==> src/rtl/ysyx_22041207_bus_pkg.sv <==
// Shared encodings and widths for the single-outstanding read arbiter.
package ysyx_22041207_bus_pkg;

    localparam int ADDR_W = 64;
    localparam int SIZE_W = 8;
    localparam int DATA_W = 64;

    typedef enum logic [1:0] {
        ST_IDLE = 2'd0,
        ST_ADDR = 2'd1,
        ST_RESP = 2'd2
    } rd_state_e;

    typedef enum logic {
        OWNER_IF = 1'b0,
        OWNER_LS = 1'b1
    } rd_owner_e;

endpackage

==> src/rtl/ysyx_22041207_arb_prio.sv <==
// Grant selection between IF and LSU with a bounded LSU streak so IF cannot starve.
module ysyx_22041207_arb_prio #(
    parameter int MAX_LS_STREAK = 4,
    parameter int STREAK_W      = 3
) (
    input  logic clk,
    input  logic rst,
    input  logic idle,
    input  logic if_r_valid,
    input  logic if_flush,
    input  logic ls_r_valid,
    output logic grant_if,
    output logic grant_ls
);

    localparam logic [STREAK_W-1:0] STREAK_MAX = STREAK_W'(MAX_LS_STREAK);

    logic [STREAK_W-1:0] streak;

    // LSU wins unless it has used up its streak while IF is waiting.
    always_comb begin
        grant_ls = 1'b0;
        grant_if = 1'b0;
        if (idle && !rst) begin
            if (ls_r_valid && ((streak < STREAK_MAX) || !if_r_valid)) begin
                grant_ls = 1'b1;
            end else if (if_r_valid && !if_flush) begin
                grant_if = 1'b1;
            end
        end
    end

    always_ff @(posedge clk) begin
        if (rst) begin
            streak <= '0;
        end else if (grant_if) begin
            streak <= '0;
        end else if (grant_ls) begin
            if (!if_r_valid) begin
                streak <= '0;
            end else if (streak < STREAK_MAX) begin
                streak <= streak + 1'b1;
            end
        end
    end

endmodule

==> src/rtl/ysyx_22041207_rd_arbiter.sv <==
// Read-channel arbiter: IF and LSU share one downstream read port, one read in flight.
// Valid/ready: a transfer happens on a cycle where both valid and ready are high at the clock edge.
module ysyx_22041207_rd_arbiter
    import ysyx_22041207_bus_pkg::*;
#(
    parameter int MAX_LS_STREAK = 4,
    parameter int STREAK_W      = 3
) (
    input  logic              clk,
    input  logic              rst,
    input  logic              if_r_valid,
    output logic              if_r_ready,
    input  logic [ADDR_W-1:0] if_r_addr,
    input  logic [SIZE_W-1:0] if_r_size,
    input  logic              if_flush,
    output logic [DATA_W-1:0] if_data,
    output logic              if_data_valid,
    input  logic              if_data_ready,
    input  logic              ls_r_valid,
    output logic              ls_r_ready,
    input  logic [ADDR_W-1:0] ls_r_addr,
    input  logic [SIZE_W-1:0] ls_r_size,
    output logic [DATA_W-1:0] ls_data,
    output logic              ls_data_valid,
    input  logic              ls_data_ready,
    output logic              m_r_valid,
    input  logic              m_r_ready,
    output logic [ADDR_W-1:0] m_r_addr,
    output logic [SIZE_W-1:0] m_r_size,
    input  logic [DATA_W-1:0] m_data,
    input  logic              m_data_valid,
    output logic              m_data_ready
);

    rd_state_e         state, state_d;
    rd_owner_e         owner, owner_d;
    logic              discard, discard_d;
    logic [ADDR_W-1:0] addr_q, addr_d;
    logic [SIZE_W-1:0] size_q, size_d;
    logic              grant_if, grant_ls;
    logic              flush_hit, discard_eff;

    ysyx_22041207_arb_prio #(
        .MAX_LS_STREAK (MAX_LS_STREAK),
        .STREAK_W      (STREAK_W)
    ) u_prio (
        .clk        (clk),
        .rst        (rst),
        .idle       (state == ST_IDLE),
        .if_r_valid (if_r_valid),
        .if_flush   (if_flush),
        .ls_r_valid (ls_r_valid),
        .grant_if   (grant_if),
        .grant_ls   (grant_ls)
    );

    // A flush in the same cycle as the data beat must already drop it.
    assign flush_hit   = (state != ST_IDLE) && (owner == OWNER_IF) && if_flush;
    assign discard_eff = discard || flush_hit;

    assign if_r_ready = grant_if;
    assign ls_r_ready = grant_ls;
    assign m_r_addr   = addr_q;
    assign m_r_size   = size_q;
    assign if_data    = m_data;
    assign ls_data    = m_data;

    always_ff @(posedge clk) begin
        if (rst) begin
            state   <= ST_IDLE;
            owner   <= OWNER_IF;
            discard <= 1'b0;
            addr_q  <= '0;
            size_q  <= '0;
        end else begin
            state   <= state_d;
            owner   <= owner_d;
            discard <= discard_d;
            addr_q  <= addr_d;
            size_q  <= size_d;
        end
    end

    always_comb begin
        state_d       = state;
        owner_d       = owner;
        discard_d     = discard;
        addr_d        = addr_q;
        size_d        = size_q;
        m_r_valid     = 1'b0;
        m_data_ready  = 1'b0;
        if_data_valid = 1'b0;
        ls_data_valid = 1'b0;
        case (state)
            ST_IDLE: begin
                if (grant_ls) begin
                    owner_d = OWNER_LS;
                    addr_d  = ls_r_addr;
                    size_d  = ls_r_size;
                    state_d = ST_ADDR;
                end else if (grant_if) begin
                    owner_d = OWNER_IF;
                    addr_d  = if_r_addr;
                    size_d  = if_r_size;
                    state_d = ST_ADDR;
                end
            end
            ST_ADDR: begin
                m_r_valid = 1'b1;
                if (flush_hit) discard_d = 1'b1;
                if (m_r_ready) state_d = ST_RESP;
            end
            ST_RESP: begin
                m_data_ready  = discard_eff ||
                                ((owner == OWNER_LS) ? ls_data_ready : if_data_ready);
                if_data_valid = (owner == OWNER_IF) && m_data_valid && !discard_eff;
                ls_data_valid = (owner == OWNER_LS) && m_data_valid;
                if (flush_hit) discard_d = 1'b1;
                if (m_data_valid && m_data_ready) begin
                    state_d   = ST_IDLE;
                    discard_d = 1'b0;
                end
            end
            default: state_d = ST_IDLE;
        endcase
    end

endmodule

==> config.mk <==
export PLATFORM = sky130hd
export DESIGN_NAME = ysyx_22041207_rd_arbiter
export DESIGN_NICKNAME = d
export VERILOG_FILES = /design/src/rtl/ysyx_22041207_bus_pkg.sv /design/src/rtl/ysyx_22041207_arb_prio.sv /design/src/rtl/ysyx_22041207_rd_arbiter.sv
export SDC_FILE = /design/constraint.sdc
export NUM_CORES = 1
export LEC_CHECK = 0
export BUFFER_PORTS_ARGS = -buffer_cell sky130_fd_sc_hd__buf_2
export CAP_MARGIN = 15
export CORE_AREA = 4 4 161 163
export CTS_CLUSTER_SIZE = 20
export DETAILED_ROUTE_END_ITERATION = 10
export DIE_AREA = 0 0 165 167
export PLACE_DENSITY_LB_ADDON = 0.08
export SYNTH_ARGS = -nofsm -noshare
export SYNTH_HDL_FRONTEND = slang
export SYNTH_SLANG_ARGS = --single-unit
export TNS_END_PERCENT = 100
==> constraint.sdc <==
create_clock -name clk -period 1.95 [get_ports clk]
set_input_delay 0.0975 -clock clk [delete_from_list [all_inputs] [get_ports clk]]
set_output_delay 0.0975 -clock clk [all_outputs]
set_load 0.005 [all_outputs]
==> metrics.txt <==
Die Area 0.0276 mm²; # fillers 2723; Clock Skews 0.0102 ns; reg-to-reg endpoint m_r_addr[57]$_SDFFE_PP0P_; IO Port Bufs 230; WP data required 2.15 ns; count of cell types in the netlist 29; outcome finished clean; area of the multi-input gates 0.00136 mm²; CTS sink count 79; Die H 167 µm; CTS H-Tree Depth 3; final hold vios 0; grt total ovfl 0; clk_lat worst skew 0.34 ns; # setup viols final 0; Hold Path Stages 3; Mapped Cells 432; CP max-delay cell a222oi_1; post-DR vias/cell 4.25; CTS tree yes; VDD IR max 0.243 mV; IO Pins 423; Synth area leaders dfxtp_1 (39%), buf_4 (24%), a222oi_1 (18%), nor2_1 (7.0%), buf_2 (2.2%); clock root buffer clkbuf_16; Worst Tran Pin Value 0.854 ns; Post-synth top cells buf_4 (128), dfxtp_1 (79), nor2_1 (75); Post-route DRC 0; Worst slew margin 43.1%; all-layer global routing usage 11.8%; max cap viols 0; sequential fraction of the synthesis area 39.1%; Die W 165 µm; worst setup margin 0.107 ns; routed wire length per instance 20.2 µm; crit-path max FO 19; DRT Wirelength 17.9 mm; routed vias 3766; starting density of the core 16.6%; crit path time final 1.84 ns; Mapped Area 0.00405 mm²; asr flop ratio synth 0%; Slew Limit Fails 0; vias in the first global route 3906; Final Hold Slack 0.0229 ns; sequence of cells on the critical path inv_2 -> ha_4 -> buf_4 -> nand3b_1 -> a21oi_4 -> bufbuf_16 -> a222oi_1 -> nor2_1; layout cells sized above 1 48.4%; Hold Startpoint if_r_size[4]; routability cong. 0.711; DP HPWL 13.1 mm; first-pass GRT wire length 24.6 mm; TritonRoute pass-1 iters 6; initial antenna violation count 0; WP buf/inv 3; area share of the largest cell type after synthesis 39.1%; pre-CTS setup slack 0.0342 ns; Lkg Pwr 2.50 nW; largest net degree at the start of global routing 76; worst hold path class in -> reg; top-count cell post-synth buf_4; Reg2Reg Setup Slack 0.11 ns; data arrival time of the critical path 2.04 ns; crit-path max cell delay 0.36 ns; fin crit share 94.5%; CTS buffer count 9; sequential cell area 0.00158 mm²; hold worst-path end m_r_size[4]$_SDFFE_PP0P_; critical path's top delay family buffers and inverters; flops & latches, synth 79; Core ar. 0.0243 mm²; final antenna-violating net count 0; Longest Clk Path Bufs 2; CP startpoint kind register; Iter 0 DRT Violations 422; setup TNS 0 ns; PD cells 1000 mW/mm²; post-synth top area cell dfxtp_1; Crit Reg-Reg Startpoint state[1]$_SDFFE_PP0P_; total chip power 5.39 mW; Synth Warn # 0; CP Class reg -> reg; Crit. End Element register; cells on worst reg2reg path 8; Post-Syn Nets 653; fmax 542 MHz; NumNets Final 779; number of flops mapped to enable cells by yosys 0; clk slew on worst S/H paths 0.07 ns; RSZ-0062 raised after global routing no; Synth Flop Type dfxtp_1; Avg Synthesized Cell Area 9.37 µm²; Area Overhead vs Synth 33.0%; num rows 57
-- layout by cell type (no fill, tap or decap), types with 2 or more instances in the layout --
cell type	Yosys	routed
o311ai_1	2	2
ha_1	4	3
a31oi_1	3	3
nand2b_1	3	3
clkinv_2	0	2
inv_2	0	2
nor2_1	75	75
dfxtp_2	0	2
dlygate4sd3_1	0	31
mux2i_1	3	3
nand2_1	6	6
nor2b_4	1	2
buf_12	0	7
nor4_1	2	2
inv_1	5	3
buf_2	18	230
a222oi_1	72	72
clkbuf_16	0	11
nor3_1	2	2
dfxtp_1	79	77
buf_4	128	3
nor2b_1	3	2
-- routing by layer --
metal  share of wire [%]  global-route usage (%)  routed length (µm)  vias to the layer above
met5                   0                       0                   0                        -
met4                 2.5                    4.30                 448                        0
met3                  14                    6.48                2430                       34
met2                  49                    19.7                8800                      273
met1                  35                    12.3                6210                     1738
li1                    -                       -                   -                     1721
-- worst max-delay path by stage --
stage                                     start                   endpoint  slack, ns  cells after the start
after floorplan           state[0]$_SDFFE_PP0P_  m_r_addr[28]$_SDFFE_PP0P_       0.23                      9
after global placement    state[0]$_SDFFE_PP0P_      state[0]$_SDFFE_PP0P_       0.07                      6
after detailed placement  state[0]$_SDFFE_PP0P_  m_r_addr[36]$_SDFFE_PP0P_       0.03                      8
after CTS                 state[1]$_SDFFE_PP0P_  m_r_addr[50]$_SDFFE_PP0P_      0.003                      9
after global routing      state[1]$_SDFFE_PP0P_  m_r_addr[50]$_SDFFE_PP0P_     0.0006                      9
final                     state[1]$_SDFFE_PP0P_  m_r_addr[57]$_SDFFE_PP0P_       0.11                      8
-- metrics by stage --
step,cell area (µm²),util (%),instances
6_report,5380,22.1,887
5_1_grt,5380,22.1,886
4_1_cts,5290,21.7,882
3_5_place_dp,4620,19.0,834
3_3_place_gp,4620,19.0,834
2_1_floorplan,4050,-,432
-- where the power goes --
group	internal, mW	switching, mW
registers	1.83	0.133
logic	0.868	0.841
clock network	1.02	0.700
-- logic make-up (layout without fill, tap and decap cells) --
family,Yosys count,count (layout),share of synthesized area (%)
multiplexers,4,4,1.02
AND/OR/NAND/NOR,95,95,9.83
other,0,1,0
AO/OA/AOI/OAI,84,85,20.1
adder cells (fa/ha/maj),4,4,1.24
flip-flops,79,79,39.1
buffers and inverters,166,295,28.8
-- flip-flops by register name (all words and copies together), names as in the netlist --
| register | cells |
|---|---|
| m_r_addr | 64 |
| m_r_size | 8 |
| u_prio.streak | 3 |
| state | 2 |
| discard | 1 |
| owner | 1 |
-- tightest hold or removal path, cell delays in order --
cell and delay, ns:
buf_2 0.08, a222oi_1 0.07, nor2_1 0.08
-- area by class of cell --
cell class              count  area share [%]
well taps                 324            7.53
inverters                   5           0.349
repair buffers            275            31.9
flip-flops and latches     79            29.4
clock inverters             5            1.07
multi-input cells         188            25.2
diodes                      1          0.0465
clock buffers              10            4.44
-- timing repair --
action	in CTS	in global routing
endpoints found under the setup margin	2	70
buffers inserted	1	1
endpoints found under the hold margin	22	0
pin swaps	0	8
resized for setup	2	9
hold buffers	31	0
gates cloned	1	3
Power figures use the tool's default switching activity.
